File: config.mk
export PLATFORM = sky130hd
export DESIGN_NAME = adc_spi_responder
export DESIGN_NICKNAME = d
export VERILOG_FILES = /design/src/rtl/adc_resp_pkg.sv /design/src/rtl/adc_spi_responder_sync_edge.sv /design/src/rtl/adc_spi_responder.sv
export SDC_FILE = /design/constraint.sdc
export NUM_CORES = 1
export LEC_CHECK = 0
export BUFFER_PORTS_ARGS = -buffer_cell sky130_fd_sc_hd__buf_2
export CORE_AREA = 2 2 89 91
export CTS_CLUSTER_DIAMETER = 50
export DETAILED_ROUTE_END_ITERATION = 8
export DIE_AREA = 0 0 91 93
export PLACE_DENSITY = 0.74
export SYNTH_ARGS = -nofsm -noshare
export SYNTH_HDL_FRONTEND = slang
export SYNTH_HIERARCHICAL = 1
export SYNTH_SLANG_ARGS = --single-unit
File: constraint.sdc
create_clock -name CLOCK_50 -period 3.23 [get_ports CLOCK_50]
set_input_delay 0.4845 -clock CLOCK_50 [delete_from_list [all_inputs] [get_ports CLOCK_50]]
set_output_delay 0.4845 -clock CLOCK_50 [all_outputs]
set_load 0.05 [all_outputs]
File: src/rtl/adc_resp_pkg.sv
// Shared types and constants for the LTC2308-style ADC SPI responder.
// Config word layout: S/D, O/S, S1, S0, UNI, SLP (MSB to LSB).
package adc_resp_pkg;

  typedef enum logic [1:0] {
    IDLE  = 2'd0,
    FRAME = 2'd1,
    CONV  = 2'd2
  } state_t;

  localparam int CFG_SD  = 5;
  localparam int CFG_OS  = 4;
  localparam int CFG_S1  = 3;
  localparam int CFG_S0  = 2;
  localparam int CFG_UNI = 1;
  localparam int CFG_SLP = 0;

  localparam logic [5:0]  CFG_RST = 6'b100010;
  localparam logic [11:0] BIP_OFS = 12'h800;

endpackage

File: src/rtl/adc_spi_responder_sync_edge.sv
// Two-flop synchronizer with a registered edge detector.
// Rise/fall pulses are one CLOCK_50 cycle wide.
module sync_edge (
  input  logic clk,
  input  logic rst_n,
  input  logic i_d,
  output logic o_rise,
  output logic o_fall
);

  logic r_s1;
  logic r_s2;
  logic r_prev;

  always_ff @(posedge clk or negedge rst_n) begin
    if (!rst_n) begin
      r_s1   <= 1'b0;
      r_s2   <= 1'b0;
      r_prev <= 1'b0;
    end else begin
      r_s1   <= i_d;
      r_s2   <= r_s1;
      r_prev <= r_s2;
    end
  end

  assign o_rise = r_s2 & ~r_prev;
  assign o_fall = ~r_s2 & r_prev;

endmodule

File: src/rtl/adc_spi_responder.sv
// SPI-slave model of an 8-channel 12-bit ADC, oversampled on CLOCK_50.
// Define ADC_RESP_TCONV_EN to add a timed CONV state and tconv_err.
module adc_spi_responder
  import adc_resp_pkg::*;
#(
  parameter int DATA_W = 12,
  parameter int N_CH   = 8,
  parameter int CFG_W  = 6
`ifdef ADC_RESP_TCONV_EN
  ,
  parameter int T_CONV_CYCLES = 80
`endif
) (
  input  logic                     CLOCK_50,
  input  logic                     RESET_N,
  input  logic                     ADC_SCLK,
  input  logic                     ADC_CONVST,
  input  logic                     ADC_SDI,
  output logic                     ADC_SDO,
  input  logic [N_CH*DATA_W-1:0]   ch_data,
  output logic [CFG_W-1:0]         cfg_word,
`ifdef ADC_RESP_TCONV_EN
  output logic                     tconv_err,
`endif
  output logic                     frame_done,
  output logic                     frame_err
);

  logic w_sclk_rise, w_sclk_fall;
  logic w_cs_rise, w_cs_fall;
  logic w_sdi_rise, w_sdi_fall;

  sync_edge u_sclk (
    .clk(CLOCK_50), .rst_n(RESET_N), .i_d(ADC_SCLK),
    .o_rise(w_sclk_rise), .o_fall(w_sclk_fall)
  );
  sync_edge u_cs (
    .clk(CLOCK_50), .rst_n(RESET_N), .i_d(ADC_CONVST),
    .o_rise(w_cs_rise), .o_fall(w_cs_fall)
  );
  sync_edge u_sdi (
    .clk(CLOCK_50), .rst_n(RESET_N), .i_d(ADC_SDI),
    .o_rise(w_sdi_rise), .o_fall(w_sdi_fall)
  );

  state_t              r_state, w_state;
  logic [DATA_W-1:0]   r_shift_out, w_shift_out;
  logic [CFG_W-1:0]    r_shift_in, w_shift_in;
  logic [3:0]          r_bit_cnt, w_bit_cnt;
  logic [CFG_W-1:0]    r_cfg, w_cfg;
  logic [DATA_W-1:0]   r_result, w_result;
  logic                r_done, w_done;
  logic                r_err, w_err;
  logic                r_sdi, w_sdi;
`ifdef ADC_RESP_TCONV_EN
  localparam int TW = $clog2(T_CONV_CYCLES + 1);
  logic [TW-1:0]       r_tcnt, w_tcnt;
  logic                r_tconv_err, w_tconv_err;
`endif

  function automatic logic [DATA_W-1:0] f_conv(input logic [CFG_W-1:0] c);
    logic [2:0] ch;
    ch = {c[CFG_OS], c[CFG_S1], c[CFG_S0]};
    if (c[CFG_SLP]) return '0;
    return ch_data[ch*DATA_W +: DATA_W] ^
           (c[CFG_UNI] ? '0 : DATA_W'(BIP_OFS));
  endfunction

  always_comb begin
    w_state     = r_state;
    w_shift_out = r_shift_out;
    w_shift_in  = r_shift_in;
    w_bit_cnt   = r_bit_cnt;
    w_cfg       = r_cfg;
    w_result    = r_result;
    w_done      = 1'b0;
    w_err       = 1'b0;
    // SDI level rebuilt from its edge pulses, one cycle behind the sync
    w_sdi       = w_sdi_rise ? 1'b1 : (w_sdi_fall ? 1'b0 : r_sdi);
`ifdef ADC_RESP_TCONV_EN
    w_tcnt      = r_tcnt;
    w_tconv_err = r_tconv_err;
`endif
    unique case (r_state)
      IDLE: begin
        if (w_cs_fall) begin
          w_state     = FRAME;
          w_shift_out = r_result;
          w_bit_cnt   = '0;
          w_shift_in  = '0;
        end
      end
      FRAME: begin
        if (w_cs_rise) begin
          w_done = 1'b1;
          w_err  = (r_bit_cnt != 4'(DATA_W));
          if (r_bit_cnt >= 4'(CFG_W)) w_cfg = r_shift_in;
`ifdef ADC_RESP_TCONV_EN
          w_state = CONV;
          w_tcnt  = TW'(T_CONV_CYCLES - 1);
`else
          w_state  = IDLE;
          w_result = f_conv(w_cfg);
`endif
        end else if (w_sclk_rise) begin
          if (r_bit_cnt < 4'(CFG_W))
            w_shift_in = {r_shift_in[CFG_W-2:0], r_sdi};
          if (r_bit_cnt != 4'hF) w_bit_cnt = r_bit_cnt + 4'd1;
        end else if (w_sclk_fall) begin
          w_shift_out = {r_shift_out[DATA_W-2:0], 1'b0};
        end
      end
`ifdef ADC_RESP_TCONV_EN
      CONV: begin
        if (w_cs_fall) begin
          // early frame: conversion abandoned, old result goes out
          w_tconv_err = 1'b1;
          w_state     = FRAME;
          w_shift_out = r_result;
          w_bit_cnt   = '0;
          w_shift_in  = '0;
        end else if (r_tcnt == '0) begin
          w_state  = IDLE;
          w_result = f_conv(r_cfg);
        end else begin
          w_tcnt = r_tcnt - 1'b1;
        end
      end
`endif
      default: w_state = IDLE;
    endcase
  end

  always_ff @(posedge CLOCK_50 or negedge RESET_N) begin
    if (!RESET_N) begin
      r_state     <= IDLE;
      r_shift_out <= '0;
      r_shift_in  <= '0;
      r_bit_cnt   <= '0;
      r_cfg       <= CFG_W'(CFG_RST);
      r_result    <= '0;
      r_done      <= 1'b0;
      r_err       <= 1'b0;
      r_sdi       <= 1'b0;
`ifdef ADC_RESP_TCONV_EN
      r_tcnt      <= '0;
      r_tconv_err <= 1'b0;
`endif
    end else begin
      r_state     <= w_state;
      r_shift_out <= w_shift_out;
      r_shift_in  <= w_shift_in;
      r_bit_cnt   <= w_bit_cnt;
      r_cfg       <= w_cfg;
      r_result    <= w_result;
      r_done      <= w_done;
      r_err       <= w_err;
      r_sdi       <= w_sdi;
`ifdef ADC_RESP_TCONV_EN
      r_tcnt      <= w_tcnt;
      r_tconv_err <= w_tconv_err;
`endif
    end
  end

  assign ADC_SDO    = (r_state == FRAME) & r_shift_out[DATA_W-1];
  assign cfg_word   = r_cfg;
  assign frame_done = r_done;
  assign frame_err  = r_err;
`ifdef ADC_RESP_TCONV_EN
  assign tconv_err  = r_tconv_err;
`endif

endmodule

# Word level (Yosys, flattened, before mapping)
# Index checks and enable logic that the tools add are counted.
dict set report op_classes {
  n_addsub 1
  mul 1
  order_cmp 2
  n_eq_ne 12
  shifts 1
  n_mux 33
  n_bitwise 14
  n_reduce_logical 9
}
# op count
set op_table {}
lappend op_table {{$shiftx A96 B8 Y12} 1}
lappend op_table {{$mux W12} 7}
lappend op_table {{$mux W6} 7}
lappend op_table {{$pmux W12 S2} 1}
lappend op_table {{$mux W4} 4}
lappend op_table {{$reduce_and A5 Y1} 3}
lappend op_table {{$pmux W6 S2} 1}
lappend op_table {{$xor A12 B12 Y12} 1}
lappend op_table {{$mux W1} 9}
lappend op_table {{$ne A2 B1 Y1 const B} 4}
lappend op_table {{$ne A2 B2 Y1 const B} 4}
lappend op_table {{$ne A4 B4 Y1 const B} 2}
lappend op_table {{$pmux W4 S2} 1}
lappend op_table {{$and A1 B1 Y1} 7}
lappend op_table {{$not A1 Y1} 6}
lappend op_table {{$mul A3 B2 Y5 const B} 1}
lappend op_table {{$add A4 B1 Y4 const B} 1}
lappend op_table {{$ge A4 B3 Y1 const B} 1}
lappend op_table {{$lt A4 B3 Y1 const B} 1}
lappend op_table {{$mux W2} 2}
lappend op_table {{$pmux W2 S2} 1}
lappend op_table {{$reduce_and A2 Y1} 2}
lappend op_table {{$reduce_bool A2 Y1} 2}
lappend op_table {{$ne A3 B3 Y1 const B} 1}
lappend op_table {{other kinds (3)} 3}
dict set report totals {
  ff_bits 54
  out_inout_bits 9
  elab_cells 92
}

# Depth between registers and ports, before layout
dict set report depth {
  ltp_word 8
  mapped_depth 9
  mapped_depth_nobuf 8
}

# Hierarchy
# Netlist, hierarchy kept.
# module instances cells_per_inst area_per_inst_um2
set by_module_without_submodules {}
lappend by_module_without_submodules {adc_spi_responder 1 237 2683.8}
lappend by_module_without_submodules {sync_edge 3 5 90.1}

# Least setup slack after synthesis
# No wires, ideal clock.
dict set report synth_path {
  kind {reg-to-reg}
  startpoint {register r_bit_cnt[0]}
  endpoint {register r_result[10]}
  arrival_ps 2194
  slack_ps 904
  path_stages_with_launch 9
  n_path_buf 1
  path_cell_list {dfrtp_1 > inv_1 > ha_1 > o21a_2 > o32ai_4 > buf_6 > mux4_2 > mux2i_1 > o21ai_1}
}
dict set report synth_between {
  elab_chain_cells 8
  word_cells_on_any_way 11
  classes_between {1 x mul; 1 x order compare; 1 x shift; 7 x mux; 1 x bitwise}
}
# element line_no
set synth_lines {}
lappend synth_lines {{start: declaration} adc_spi_responder.sv:49} ;# logic [3:0] r_bit_cnt, w_bit_cnt;
lappend synth_lines {{start signal: assignment} adc_spi_responder.sv:153} ;# r_bit_cnt <= w_bit_cnt;
lappend synth_lines {{$ge A4 B3 Y1 (*)} adc_spi_responder.sv:97} ;# if (r_bit_cnt >= 4'(CFG_W)) w_cfg = r_shift_in;
lappend synth_lines {{$mux W6 (*)} adc_spi_responder.sv:97}
lappend synth_lines {{$mux W6 (*)} adc_spi_responder.sv:94} ;# if (w_cs_rise) begin
lappend synth_lines {{$mux W6 (*)} adc_spi_responder.sv:84} ;# unique case (r_state)
lappend synth_lines {{$mul A3 B2 Y5 or $mux W1 (tied branches)} {adc_spi_responder.sv:65, adc_spi_responder.sv:64}}
lappend synth_lines {{$shiftx A96 B8 Y12 or $mux W1 (tied branches)} {adc_spi_responder.sv:65, adc_spi_responder.sv:94}}
lappend synth_lines {{$xor A12 B12 Y12 or $mux W1 (tied branches)} {adc_spi_responder.sv:65, adc_spi_responder.sv:84}}
lappend synth_lines {{$mux W12 (*)} adc_spi_responder.sv:65} ;# return ch_data[ch*DATA_W +: DATA_W] ^
lappend synth_lines {{end signal: assignment} adc_spi_responder.sv:155} ;# r_result <= w_result;
lappend synth_lines {{end: declaration} adc_spi_responder.sv:51} ;# logic [DATA_W-1:0] r_result, w_result;
# Every way passes the cells marked *; elsewhere a longest branch is shown, timed or not. The select of a mux whose other input is x is not followed.
# A chain may end at the register's enable or synchronous reset.

# Worst setup path in the final report
dict set report layout_path {
  startpoint {register r_bit_cnt[0]}
  endpoint {register r_result[11]}
}
# The elaborated chain is that of the path after synthesis.

==> results.md <==
* Overflow after GRT at 0
* Dominant cell type by area after synthesis: dfrtp_1
* Status: completed
* Hold Crit Class: primary input to asynchronous set/reset pin
* Final wirelength at 6440 microns
* CTS Buf Count at 5
* Total Power at 0.00228 W
* Largest net degree at the start of global routing at 29
* Max-slew violations at 0
* Register-to-Register Path Depth at 8
* Synth top area share at 43.2%
* RSZ-0062 raised after global routing: no
* Post-synthesis xor/xnor area fraction at 0.593%
* Final nets at 462
* CTS Buffer Depth at 2
* Portion of netlist area occupied by mux cells at 28.5%
* Placer congestion estimate at 0.825
* Cells after Synth at 252
* Syn Nets at 356
* Setup Skew at 0.0146 ns
* Clock Sink Count at 53
* Critical path capture point type: flop
* Detailed placer's ending HPWL at 5140 microns
* Syn avg cell area at 11.7 sq um
* First-pass GRT wire length at 10600 microns
* Fmax at 383 MHz
* Drt first pass iters at 4
* Top sig layer: met4
* DR iter-0 viols at 93
* Post-DR wirelength/cell at 14.0 microns
* Detail Route met3 WL at 344 microns
* Worst-margin pin slew at 0.680 ns
* Post-synthesis sequential area ratio at 45.0%
* Antenna violations before repair at 0
* Post_cts resized at 0
* Clock slew at reported path FFs at 0.10 ns
* Post-Synth Simple-Gate Area at 10.2%
* Synth top area cells: dfrtp_1 43%, mux4_2 15%, mux2i_1 8.8%, nand2_1 4.1%, o21ai_0 2.5%
* Die area at 0.00846 sq mm
* Worst VDD drop at 0.236 mV
* Mapped Area at 0.00295 sq mm
* IO buf count at 109
* # hold bufs at CTS at 0
* # H-tree levels at 2
* Yosys cell types at 38
* Post-synthesis adder-cell area fraction at 1.27%
* Final core utilization at 49.0%
* Power per cell area at 618 mW/mm^2
* Tcrit/Tclk final at 80.8%
* YS warnings at 6
* Worst-path maximum fanout at 24
* CP required at 3.48 ns
* Layout cells sized above 1 at 43.7%
* Total GRT Usage at 15.6%
* Antenna-violating nets left at 0
* Root Driver: clkbuf_8
* Vias at 2334
* DRC viols at 0
* CTS tree: done
* MaxCap Viol Count at 0
* Post-CTS Setup Bufs at 0
* Final setup viols at 0
* Placeable core area at 0.00753 sq mm
* Crit start category: flop
* Die width at 91 microns
* Place WS at 0.643 ns
* Vias per cell at 5.06
* Worst setup margin at 0.621 ns
* Setup CP Type: flop to flop
* Met1 wire length at 2650 microns
* Filler cells at 722
* Vias in the first global route at 2340
* Std-Cell Rows at 32
* Ant. Diodes at 0
* Initial Util at 39.2%
* Fin. Hold Viols at 0
* I/O pins at 110
* Area Growth Syn to Fin at 24.8%
* WP data arrival at 2.85 ns
* Relative slew margins at 54.2%
* Die Y at 93 microns
* Minimum clock period at 2.61 ns
* Largest family of logic cells by synthesized area: multiplexers
* Synth Area in Compound Gates at 10.3%
* P_leak at 1.79 nW
* Clock latency on the worst-skew pair at 0.31 ns
* Post-synthesis register bit count at 53
* Setup_tns at 0 ns
* Metal2 WL at 3340 microns
-- metrics by stage --
stage	hold WS (ns)	instances	area (sq um)
3_5_place_dp	0.339	453	3590
5_1_grt	0.202	461	3690
6_report	0.154	461	3690
4_1_cts	0.171	461	3690
2_1_floorplan	0.189	252	2950
3_3_place_gp	0.336	453	3590
-- path summary, 6_finish.rpt --
check	from	end	slack [ns]
max in group asynchronous	RESET_N	r_bit_cnt[2]$_DFFE_PN0P_	2.32
worst max register to register	r_bit_cnt[0]$_DFFE_PN0P_	r_result[11]$_DFFE_PN0P_	0.62
worst max-delay path	r_bit_cnt[0]$_DFFE_PN0P_	r_result[11]$_DFFE_PN0P_	0.62
worst min-delay path	RESET_N	u_sdi/r_prev$_DFF_PN0_	0.15
min in group CLOCK_50	ADC_CONVST	u_cs/r_s1$_DFF_PN0_	0.28
worst min register to register	u_cs/r_s1$_DFF_PN0_	u_cs/r_s2$_DFF_PN0_	0.36
-- synth_stat cells, drive strengths merged --
| cell | instances |
|---|---|
| o21a | 1 |
| nand3b | 1 |
| xor2 | 1 |
| mux2 | 5 |
| clkbuf | 8 |
| nand2 | 33 |
| nand2b | 1 |
| a221oi | 1 |
| mux2i | 27 |
| a221o | 1 |
| nor3 | 1 |
| nand3 | 5 |
| o32ai | 1 |
| nor2 | 14 |
| xnor2 | 1 |
| or3b | 1 |
| ha | 3 |
| inv | 10 |
| and2b | 3 |
| a2111oi | 1 |
| dfstp | 2 |
| and2 | 1 |
| a31oi | 1 |
| a21boi | 1 |
| o21ai | 26 |
| o211a | 1 |
| a21oi | 13 |
| nand4 | 1 |
| dfrtp | 51 |
| a21o | 2 |
| nor2b | 5 |
| buf | 7 |
| mux4 | 22 |
-- cell usage in the layout (no fill, tap or decap), drive strengths merged, types with 2 or more instances in the layout --
cell type and n:
a21o 2, a21oi 13, and2b 3, buf 114, clkbuf 5, dfrtp 51, dfstp 2, ha 3
inv 11, mux2 5, mux2i 27, mux4 22, nand2 33, nand3 5, nor2 14, nor2b 5
o21ai 26
-- cell families (layout without fill, tap and decap cells) --
logic type	count (synthesis)	in the layout
AND/OR/NAND/NOR	66	66
adder cells (fa/ha/maj)	3	3
XOR/XNOR	2	2
AO/OA/AOI/OAI	49	49
flip-flops	53	53
buffers and inverters	25	132
multiplexers	54	54
-- flip-flops by register name, indices dropped and copies added, names as in the netlist --
register and flops:
u_sclk/r_s2 1, cfg_word 6, r_bit_cnt 4, u_sdi/r_s1 1, u_sdi/r_prev 1, u_cs/r_s1 1, r_shift_in 6, u_sclk/r_s1 1
r_sdi 1, frame_done 1, r_result 12, frame_err 1, r_state 1, r_shift_out 12, u_cs/r_s2 1, u_sdi/r_s2 1
u_sclk/r_prev 1, u_cs/r_prev 1
-- where the power goes --
| part | leakage (nW) | switching, W | internal, W |
|---|---|---|---|
| Combinational | 1.09 | 0.000454 | 0.000417 |
| Sequential | 0.659 | 0.000152 | 0.000872 |
| Clock | 0.0447 | 0.000227 | 0.000157 |
-- final cells by class --
cell class / instances / area, sq um / share of cell area (%)
Timing Repair Buffer: 114 / 596 / 16.2
Clock buffer: 5 / 68.8 / 1.87
Clock inverter: 3 / 25.0 / 0.679
Sequential cell: 53 / 1330 / 36.0
Multi-Input combinational cell: 174 / 1500 / 40.8
Tap cell: 102 / 128 / 3.46
Inverter: 10 / 37.5 / 1.02
-- worst max-delay path, stage by stage, from the launching register on --
cell,delay [ns]
dfrtp_1,0.38
inv_1,0.09
ha_1,0.21
o21a_2,0.24
or3b_1,0.40
nand2_2,0.44
mux2i_1,0.18
a2111oi_1,0.42
a221o_1,0.17
-- per-layer routing --
| layer | global-route usage [%] | up-vias |
|---|---|---|
| met5 | 0 | - |
| met1 | 20.0 | 1119 |
| met2 | 27.6 | 83 |
| met3 | 2.26 | 8 |
| met4 | 4.92 | 0 |
| li1 | - | 1124 |
Power figures use the tool's default switching activity.
